===== src/rtl/mips_pkg.sv =====
// mips_pkg: constants shared by the fetch stage and the Control/decode blocks
package mips_pkg;
    localparam int          PC_W_DEFAULT = 8;
    localparam int          PC_STEP      = 4;
    localparam logic [31:0] NOP_INSTR    = 32'h0000_0000;
    localparam logic [15:0] STALL_MAX    = 16'hFFFF;
    localparam logic [5:0]  OP_BEQ       = 6'h04;
    localparam logic [5:0]  OP_BNE       = 6'h05;
    localparam logic [5:0]  OP_J         = 6'h02;
endpackage


===== src/rtl/fetch_fifo.sv =====
// fetch_fifo: DEPTH-entry queue of {pc+4, instruction} between fetch and decode
//   clk, rst        clock, synchronous active-high reset
//   flush           drop all entries (redirect)
//   push, wrData    write wrData at tail
//   pop             retire head entry
//   headData        head entry, all zeros when empty
//   count, full, empty  occupancy
module fetch_fifo #(
    parameter int WIDTH = 40,
    parameter int DEPTH = 2,
    parameter int PW    = $clog2(DEPTH),
    parameter int CW    = $clog2(DEPTH + 1)
) (
    input  logic             clk,
    input  logic             rst,
    input  logic             flush,
    input  logic             push,
    input  logic             pop,
    input  logic [WIDTH-1:0] wrData,
    output logic [WIDTH-1:0] headData,
    output logic [CW-1:0]    count,
    output logic             full,
    output logic             empty
);
    logic [WIDTH-1:0] mem [DEPTH];
    logic [PW-1:0]    headPtr;
    logic [PW-1:0]    tailPtr;

    assign full     = count == CW'(DEPTH);
    assign empty    = count == '0;
    assign headData = empty ? '0 : mem[headPtr];

    always_ff @(posedge clk) begin
        if (push && !flush) mem[tailPtr] <= wrData;
    end

    // DEPTH is a power of two, so pointers wrap naturally
    always_ff @(posedge clk) begin
        if (rst || flush) begin
            headPtr <= '0;
            tailPtr <= '0;
            count   <= '0;
        end else begin
            if (push) tailPtr <= tailPtr + 1'b1;
            if (pop) headPtr <= headPtr + 1'b1;
            count <= count + CW'(push) - CW'(pop);
        end
    end
endmodule


===== src/rtl/fetch_stage.sv =====
// fetch_stage: PC register, instruction fetch into a small queue, redirect handling
//   clk, rst                 clock, synchronous active-high reset
//   imem_addr / imem_data    InstructionMemory address (= pc) and same-cycle word
//   redirect / redirect_pc   taken branch or jump and its target (low two bits ignored)
//   id_ready / id_valid      decode handshake on the queue head
//   id_instr / id_pc_plus4   head instruction and its pc+4 (zero when empty)
//   stall_cnt                saturating count of cycles blocked by a full queue
module fetch_stage import mips_pkg::*; #(
    parameter int              PC_W     = PC_W_DEFAULT,
    parameter int              DEPTH    = 2,
    parameter logic [PC_W-1:0] RESET_PC = '0
) (
    input  logic            clk,
    input  logic            rst,
    output logic [PC_W-1:0] imem_addr,
    input  logic [31:0]     imem_data,
    input  logic            redirect,
    input  logic [PC_W-1:0] redirect_pc,
    input  logic            id_ready,
    output logic            id_valid,
    output logic [31:0]     id_instr,
    output logic [PC_W-1:0] id_pc_plus4,
    output logic [15:0]     stall_cnt
);
    localparam int CW = $clog2(DEPTH + 1);
    localparam logic [PC_W-1:0] ALIGN = ~PC_W'(3);

    logic [PC_W-1:0]    pc;
    logic [PC_W-1:0]    pcPlus4;
    logic [PC_W+31:0]   head;
    logic [CW-1:0]      count;
    logic               full;
    logic               empty;
    logic               push;
    logic               pop;

    assign pcPlus4     = pc + PC_W'(PC_STEP);
    assign imem_addr   = pc;
    assign id_valid    = !empty;
    assign pop         = id_valid && id_ready;
    // a full queue still accepts a word when the head leaves this cycle
    assign push        = !redirect && (count < CW'(DEPTH) || pop);
    assign id_instr    = id_valid ? head[31:0] : NOP_INSTR;
    assign id_pc_plus4 = head[PC_W+31:32];

    fetch_fifo #(.WIDTH(PC_W + 32), .DEPTH(DEPTH)) u_fifo (
        .clk      (clk),
        .rst      (rst),
        .flush    (redirect),
        .push     (push),
        .pop      (pop),
        .wrData   ({pcPlus4, imem_data}),
        .headData (head),
        .count    (count),
        .full     (full),
        .empty    (empty)
    );

    always_ff @(posedge clk) begin
        if (rst) pc <= RESET_PC & ALIGN;
        else if (redirect) pc <= redirect_pc & ALIGN;
        else if (push) pc <= pcPlus4;
    end

    always_ff @(posedge clk) begin
        if (rst) stall_cnt <= '0;
        else if (!redirect && !push && full && !pop && stall_cnt != STALL_MAX) stall_cnt <= stall_cnt + 16'd1;
    end
endmodule


===== config.mk =====
export PLATFORM = sky130hd
export DESIGN_NAME = fetch_stage
export DESIGN_NICKNAME = d
export VERILOG_FILES = /design/src/rtl/mips_pkg.sv /design/src/rtl/fetch_fifo.sv /design/src/rtl/fetch_stage.sv
export SDC_FILE = /design/constraint.sdc
export NUM_CORES = 1
export LEC_CHECK = 0
export CAP_MARGIN = 20
export CORE_MARGIN = 1.5
export CORE_UTILIZATION = 30
export CTS_BUF_LIST = sky130_fd_sc_hd__clkbuf_4
export CTS_CLUSTER_DIAMETER = 60
export DETAILED_ROUTE_END_ITERATION = 7
export GPL_TIMING_DRIVEN = 0
export RECOVER_POWER = 100
export SYNTH_ARGS = -nofsm -noshare
export SYNTH_HDL_FRONTEND = slang
export SYNTH_SLANG_ARGS = --single-unit
export TNS_END_PERCENT = 1

===== constraint.sdc =====
create_clock -name clk -period 5.42 [get_ports clk]
set_clock_uncertainty 0.2 [all_clocks]
set_input_delay 0.813 -clock clk [delete_from_list [all_inputs] [get_ports clk]]
set_output_delay 0.813 -clock clk [all_outputs]
set_load 0.01 [all_outputs]

======== Word level (Yosys, flattened, before mapping) ========
Memories as Yosys holds them, arrays and structs flattened. A register that Yosys moved wholly into a read port is not among the register bits.
Index checks and enable logic that the tools add are counted.
storage, ports and cells
  input port bits ......................... 44
  register bits after elaboration ......... 28
  bits in latches ......................... 0
  word-level logic and storage cells ...... 40
  bits in writable memories ............... 80
  memories ................................ 1
  ROM bits ................................ 0
  output and inout port bits .............. 65
memories
  name        depth  bits a word  read ports  clocked after Yosys merged registers in  wr ports  line              RTL
  u_fifo.mem  2      40           1           1                                        1         fetch_fifo.sv:25  logic [WIDTH-1:0] mem [DEPTH];
cells by class
  reduce and logical (&&, ||, !) cells .... 16
  multiplexer cells ....................... 8
  order comparisons ....................... 1
  add/sub/neg operators ................... 6
  shift-type cells ........................ 0
  bitwise logic cells ..................... 0
  div/mod/pow operators ................... 0
  equality and inequality tests ........... 2
  multipliers ............................. 0
operator list
  kind                                                number
  two-way mux 40 bit                                  1
  two-way mux 32 bit                                  1
  adder 16 x 1 -> 16 bit (second input constant)      1
  two-way mux 8 bit                                   2
  != test 16 bit (second input constant)              1
  adder 8 x 3 -> 8 bit (second input constant)        1
  logical AND 1 bit                                   7
  zero test 1 bit                                     4
  two-way mux 1 bit                                   4
  adder 1 bit (second input constant)                 2
  adder 2 x 1 -> 2 bit                                1
  == test 2 bit (second input constant)               1
  zero test 2 bit                                     1
  logical OR 1 bit                                    2
  less-than comparator 2 bit (second input constant)  1
  nonzero test 2 bit                                  1
  OR reduction 2 bit                                  1
  subtractor 2 x 1 -> 2 bit                           1

======== Longest topological paths before layout ========
  depth after elaboration ................. 10
  depth in mapped cells ................... 9
  depth with buffers taken out ............ 9

======== Modules after synthesis ========
A second synthesis with hierarchy kept.
second synthesis, totals
  cells, all modules ...................... 383
  area total of the unflattened synthesis .. 4799.6 µm²
modules (own cells, without submodules)
  module       cells each  instances  area an instance (µm²)  seq. area each (µm²)
  fetch_fifo   190         1          3255.6                  2502.4
  fetch_stage  193         1          1544.0                  440.4

======== Least setup slack after synthesis ========
OpenSTA, ideal clock, no wires.
  path kind ............................... input to register
  from .................................... input port id_ready
  to ...................................... memory u_fifo.mem[0][0], enable pin
  setup time .............................. 0.480 ns
  buffers on the path ..................... 1
  arrival time ............................ 3.696 ns
  stages on the path ...................... 3
  slack ................................... 1.044 ns
  data required time ...................... 4.740 ns
  cell sequence ........................... nor2b_1 > buf_1 > nor3_1
between the ends
  longest elaborated chain between the ends .. 6
ends and longest elaborated chain
  item                                     line               RTL
  start: declaration                       fetch_stage.sv:19  input logic id_ready,
  logical AND 1 bit                        fetch_stage.sv:40  assign pop = id_valid && id_ready;
  logical OR 1 bit                         fetch_stage.sv:42  assign push = !redirect && (count < CW'(DEPTH) || pop);
  logical AND 1 bit                        fetch_stage.sv:42
  logical AND 1 bit                        fetch_fifo.sv:34   if (push && !flush) mem[tailPtr] <= wrData;
  two-way mux 1 bit                        fetch_fifo.sv:34
  two-way mux 1 bit (implied by the code)  fetch_fifo.sv:34
  end: declaration                         fetch_fifo.sv:25
Every way passes these cells.

==> results.yml <==
synth:
  ys_ff_latch: 103
  synth_warnings: 0
  synth_top_area_share_pct: 52.7
  synth_ff_type: "edfxtp_1"
  ys_top_cells_by_area: "edfxtp_1 53%, dfxtp_1 12%, mux2i_1 9.2%"
  synth.distinct_cells: 43
  ys_async_sr_fraction_pct: 0
  yosys.area.top_type: "edfxtp_1"
  synth_area_sq_mm: 0.00433
  synth_edf_count: 76
  yosysSeqAreaShare_pct: 65.1
  syn_inst: 335
  syn_avg_cell_area_sq_um: 12.9
finish:
  regArea_sq_mm: 0.00282
  final_util_pct: 41.0
  fin_cells: 642
  area_growth_pct: 32.4
  fin_area_sq_mm: 0.00574
  fin_nets: 504
  drive_gt1_share_pct: 4.99
  multi_input_area_sq_mm: 0.00137
  fill_cells: 1343
timing:
  timing.hold.ws_ns: 0.344
  final-hold-violation-count: 0
  worst_pin_slew_ns: 1.98
  period_needed_ns: 4.00
  fin_crit_sh_pct: 73.8
  max_freq_ghz: 0.250
  finalWorstSetupSlack_ns: 1.42
  slew-limit-headroom_pct: -31.9
  grt_setup_unrepaired: "false"
  final-setup-viol-count: 0
  drv_slew: 35
  final.setup.tns_ns: 0
global_route:
  first_global_vias: 2913
  grt_usage_pct: 12.5
  grt_max_degree: 35
  grt-ovfl-total: 0
  antenna_found_initial: 1
  grt_pass1_wl_mm: 14.3
critical_path:
  cp_max_fo: 10
  cp.required_ns: 4.41
  critical_path_class: "flip-flop to output pin"
  worstPathArrival_ns: 2.99
  critPathLaunchType: "flip-flop"
  end_kind: "output pin"
  path_common_cell: "clkbuf_1"
  max_stage_delay_ns: 0.64
  path_cells: "clkbuf_1, clkbuf_1, mux2i_1, nor2_1, dlygate4sd3_1"
  crit_slowest_cell: "clkbuf_1"
  r2r_cells: 6
cts:
  clock_latency_ns: 0.46
  cts.hold.buffers_added: 0
  post_cts_buffers: 0
  cts_buffers: 9
  clk_pin_slew_ns: 0.16
  numClockSinks: 103
  clockBufferDepth: 2
  cts_max_level: 3
  cts_resized: 0
  cts_tree: "done"
  root_buffer: "clkbuf_4"
placement:
  dpl-instance-area_sq_mm: 0.00566
  dp_hpwl_mm: 6.57
  globalplace.congestion: 0.783
  port_buffers: 102
  placedCellCount: 625
  preCtsSetupSlack_ns: 1.97
floorplan:
  die_h_microns: 123
  die_x_microns: 123
  start_util_pct: 31.0
  io_pins: 109
  dieArea_sq_mm: 0.0152
  std_cell_rows: 43
  fp.coreArea_sq_mm: 0.0140
route:
  route.detailed.drc: 0
  drt_wl_total_mm: 9.27
  drt_iter0_drc: 184
  wire_per_inst_microns: 14.4
  vias: 2958
  avgViaCountPerCell: 4.61
  ant_nets: 0
  drt_first_pass_iters: 4
power:
  combPwrFrac_pct: 12.2
  peakVddDrop_mv: 0.124
  p_switching_mw: 0.369
  power_frac_seq_pct: 58.4
  p_clk_share_pct: 29.4
  total_power_mw: 1.54
  sw_frac_of_total_pct: 23.9
  p_leak_nw: 2.02
  power.density_mw_per_mm2: 269
  p_int_mw: 1.17
worst_hold_path:
  min_path_type: "flip-flop to flip-flop"
  hold_depth: 2
outcome:
  violations: "capacitance limit, slew limit"
  status: "complete, but fails checks"
run:
  cap_violations: 1
-- per-layer routing --
metal	wire length (microns)	global-route usage (%)	up-vias
met5	0	0	-
met4	164	6.03	0
met3	511	3.18	12
met2	4360	20.5	79
met1	4230	15.3	1393
li1	-	-	1474
-- state kept, by name (all words and copies together) (netlist names), named ones only --
name / cells
stall_cnt: 16
u_fifo.headPtr: 1
u_fifo.mem: 76
u_fifo.tailPtr: 1
u_fifo.count: 2
imem_addr: 6
-- kinds of logic (layout without fill, tap and decap cells) --
family                     after synthesis  after routing  synth area share (%)
and+or+nand+nor                        117            117                  14.3
DFF                                    103            103                  65.1
muxes                                   43             43                  10.1
AOI/OAI and AO/OA                       31             31                  4.45
buffers and inverters                   25            148                  2.54
xor gates and xnor gates                11             11                  2.22
adders and majority gates                4              4                  1.15
other                                    1              5                0.0865
-- Yosys cell counts, drive strengths merged (2+ instances only) --
cell,instances
and2,3
ha,4
xor2,4
xnor2,7
o31ai,5
nand2b,2
clkbuf,10
edfxtp,76
and4,3
nor2b,5
or3,5
inv,5
nor3,12
buf,9
dfxtp,27
nand4,7
nor4,2
nand2,9
nand3,10
a211oi,3
a21oi,12
or4,5
nor2,49
mux2,3
mux2i,40
o21ai,5
-- path summary, 6_finish.rpt --
kind                              start                           to  slack [ns]
min           stall_cnt[8]$_SDFFE_PP0P_    stall_cnt[8]$_SDFFE_PP0P_        0.34
min reg2reg   stall_cnt[8]$_SDFFE_PP0P_    stall_cnt[8]$_SDFFE_PP0P_        0.34
max                           flip-flop               id_pc_plus4[5]        1.42
max reg2reg  u_fifo.count[1]$_SDFF_PP0_  u_fifo.mem[0][18]$_DFFE_PP_        1.95
-- worst max-delay path: cells and delay by family, from the launching register on --
kind          cells  cell delay [ns]
buf+inv           3             1.83
flops             1             0.36
mux               1             0.27
simple gates      1             0.05
-- final cells by class --
cell class,count,area share [%]
tap,180,3.92
buffer,19,1.50
inverter,6,0.392
clock inverter,6,1.61
multi-input combinational,210,23.9
clock buffer,10,1.31
antenna,1,0.0436
timing repair buffer,107,18.1
sequential,103,49.2
-- power groups by stage --
stage / clock, mW / combinational [mW] / sequential (mW)
4_1_cts: 0.475 / 0.214 / 0.901
2_1_floorplan: 0 / 0.0922 / 0.920
3_5_place_dp: 0 / 0.213 / 0.919
5_1_grt: 0.500 / 0.208 / 0.906
6_report: 0.454 / 0.188 / 0.901
3_3_place_gp: 0 / 0.202 / 0.921
-- placed cells by master, fill, tap and decap left out, types with 3 or more instances in the layout --
cell type         n
edfxtp_1         76
buf_4             4
a211oi_1          3
or4_1             5
nor3_1           12
o31ai_1           5
inv_1             5
clkbuf_1         20
ha_1              4
clkbuf_4         10
nor2_1           49
xor2_1            4
dfxtp_1          27
nand3_1          10
nand2_1           9
and4_1            3
dlygate4sd3_1    93
or3_1             5
nand4_1           7
xnor2_1           7
mux2i_1          40
conb_1            4
o21ai_0           5
clkdlybuf4s50_1   9
nor2b_1           5
a21oi_1          12
Note: power is estimated with default switching activity, not from simulation.
==> RTL edit 1: new RTL, same flow settings <==
Put one more register stage on the output `stall_cnt`, without a reset. The value now appears one clock later. The other outputs are not delayed to match. Comments in the files are not updated.
--- a/src/rtl/fetch_stage.sv
+++ b/src/rtl/fetch_stage.sv
@@ -26,2 +26,4 @@
     localparam logic [PC_W-1:0] ALIGN = ~PC_W'(3);
+
+    logic [15:0] stall_cnt_s0;
 
@@ -65,5 +67,9 @@
     always_ff @(posedge clk) begin
-        if (rst) stall_cnt <= '0;
-        else if (!redirect && !push && full && !pop && stall_cnt != STALL_MAX) stall_cnt <= stall_cnt + 16'd1;
+        if (rst) stall_cnt_s0 <= '0;
+        else if (!redirect && !push && full && !pop && stall_cnt_s0 != STALL_MAX) stall_cnt_s0 <= stall_cnt_s0 + 16'd1;
     end
+    always_ff @(posedge clk) begin
+        stall_cnt <= stall_cnt_s0;
+    end
+
 endmodule
Check against the original RTL: not equivalent (Yosys sat finds a counterexample within 4 cycles, from zero or initial values and one cycle with rst high).
==> RTL edit 1 against the original RTL <==
Core utilization increased by 0.078 points. Wire length increased by 6.4%. Sequential cell count increased by 16. Synthesized area increased by 6.8%. Combinational power about the same. Count of clock-buffer cells in the layout increased by 12. Power increased by 24%. Design area increased by 8.5%. Global-route usage increased by 0.27 points. Maximum frequency decreased by 0.68%. Non-clock buffer count increased by 1. Worst setup slack got worse by 0.027 ns.
==> RTL edit 1: results <==
outcome:
  status: "finished, final reports clean"
pwr:
  peakVddDrop_mv: 0.200
  pwr-share-seq: 0.534
  p_clk_mw: 0.702
final_layout:
  num-nonclk-inverters: 8
  n_antenna_cell: 0
  multi_input_area_share: 0.220
  seqCellArea_um2: 3140
  nFillCells: 1435
global_routing:
  grt_max_degree: 21
  grt.met2_usage: 0.202
  track_usage: 0.128
  grt_util_met3: 0.0456
route:
  routed-wl-met3_um: 468
  vias_per_cell: 4.59
  drt_iter0_markers: 132
  wl_met2_um: 4670
setup_path:
  r2r_slack_ns: 2.35
clock_network:
  htree_levels: 4
  cts_made_buffers: 17
synthesis:
  ys_seq_elements: 119
  yosys-top-cells-area: "edfxtp_1 49%, dfxtp_1 19%, mux2i_1 8.4%, nor2_1 4.1%, a21oi_1 1.5%"
  ys_seq_area_frac: 0.679
placed_design:
  place_congestion: 0.767
  post-place-cells: 652
timing:
  max_slew_margin: 0.123
-- RTL edit 1: cell count changes after synthesis, moves of 4 or more --
cell     change
nor3_1       -4
nand3_1      -4
nand2_1      +5
dfxtp_1     +16
-- RTL edit 1: metrics by stage --
step                      total power, mW  utilization  instance area, um^2  worst slack [ns]  hold WS (ns)
after global routing                 2.00        0.411                 6230              1.12         0.221
after detailed placement             1.25        0.395                 5980              1.88         0.176
after global placement               1.24        0.389                 5900             -1.30         0.175
after CTS                            1.96        0.416                 6300              1.33         0.199
after floorplan                      1.13            -                 4640              1.06         0.160
final                                1.91        0.411                 6230              1.39         0.195
-- RTL edit 1: path summary, 6_finish.rpt --
path | from | to | depth (start not counted)
hold / removal | stall_cnt_s0[15] | stall_cnt[15] | 0
setup / recovery | register | id_pc_plus4[5] | 5
setup reg to reg | u_fifo.count[1] | u_fifo.mem[0][11] | 6
hold reg to reg | stall_cnt_s0[15] | stall_cnt[15] | 0
==> RTL edit 2: new RTL, same settings <==
Without the edit above. `DEPTH` is set to 2 in 2 places; all go to 4.
--- a/src/rtl/fetch_fifo.sv
+++ b/src/rtl/fetch_fifo.sv
@@ -9,3 +9,3 @@
     parameter int WIDTH = 40,
-    parameter int DEPTH = 2,
+    parameter int DEPTH = 4,
     parameter int PW    = $clog2(DEPTH),
--- a/src/rtl/fetch_stage.sv
+++ b/src/rtl/fetch_stage.sv
@@ -9,3 +9,3 @@
     parameter int              PC_W     = PC_W_DEFAULT,
-    parameter int              DEPTH    = 2,
+    parameter int              DEPTH    = 4,
     parameter logic [PC_W-1:0] RESET_PC = '0
Formal check against the unedited RTL: not equivalent (Yosys sat finds a counterexample within 4 cycles, from zero or initial values and one cycle with rst high).
==> RTL edit 2 against the original RTL <==
Design area up 59%. Die area up 69%. Sequential cell count up 80. Synthesized area up 71%. Clock power up 68%. Largest cell class unchanged. Power up 79%. Wire length up 65%. The run still ends with max-capacitance violations, max-slew violations left. Worst setup slack worse by 0.18 ns. Largest power group unchanged.
==> RTL edit 2: results <==
route:
  wl_met1_um: 6820
  drt_iter0_markers: 195
  routed-via-count: 4254
pwr:
  leakagePower_nw: 3.06
  p_int_mw: 2.03
  peakVddDrop_mv: 0.157
setup_path:
  reg2reg_from: "u_fifo.count[2]"
  r2r_slack_ns: 1.97
  endpoint: "id_pc_plus4[2]"
  cp.arrival_ns: 3.17
timing:
  worst_pin_slew_ns: 2.08
  drv_slew: 124
  hold_slack_ns: 0.304
  min_period_over_period: 0.772
clock_network:
  cts_made_buffers: 17
  htree_levels: 4
placed_design:
  place_congestion: 0.775
  placed_area_um2: 8940
  post-place-ws_ns: 1.88
  post-place-cells: 873
run:
  maxCapViolCount: 4
outcome:
  status: "complete, but fails checks"
  failed_checks: "max-capacitance violations, max-slew violations"
global_routing:
  grt.met2_usage: 0.206
  grt_pass1_vias: 4437
  grt_max_degree: 31
  antenna_found_initial: 0
final_layout:
  drive_gt1_frac: 0.146
synthesis:
  synth_edf_count: 152
## RTL edit 2: changes by cell type in the layout (fill, tap and decap cells not counted), sizes merged, moves of 5 or more
cell and delta:
edfxtp +76, mux2i -39, and2 +38, mux4 +38, nor2 -33, inv +11, nor3 -10, and3 +8
clkbuf +8, buf +7, clkdlybuf4s50 +5, dlygate4sd3 -5, o31ai +5
## RTL edit 2: cell type report
type | instances | area, um^2
clock inverter | 14 | 156
buffer | 27 | 138
fill | 2281 | 15200
inverter | 11 | 41.3
timing repair buffer | 106 | 1040
multi-input combinational | 222 | 2060
sequential | 183 | 5180
tap | 324 | 405
clock buffer | 18 | 135
## RTL edit 2: cells by family after synthesis
family	synth area share
adders and majority gates	0.0162
DFF	0.699
muxes	0.120
and+or+nand+nor	0.0968
buffers and inverters	0.0245
AOI/OAI and AO/OA	0.0300
xor gates and xnor gates	0.0130
other	0.000506
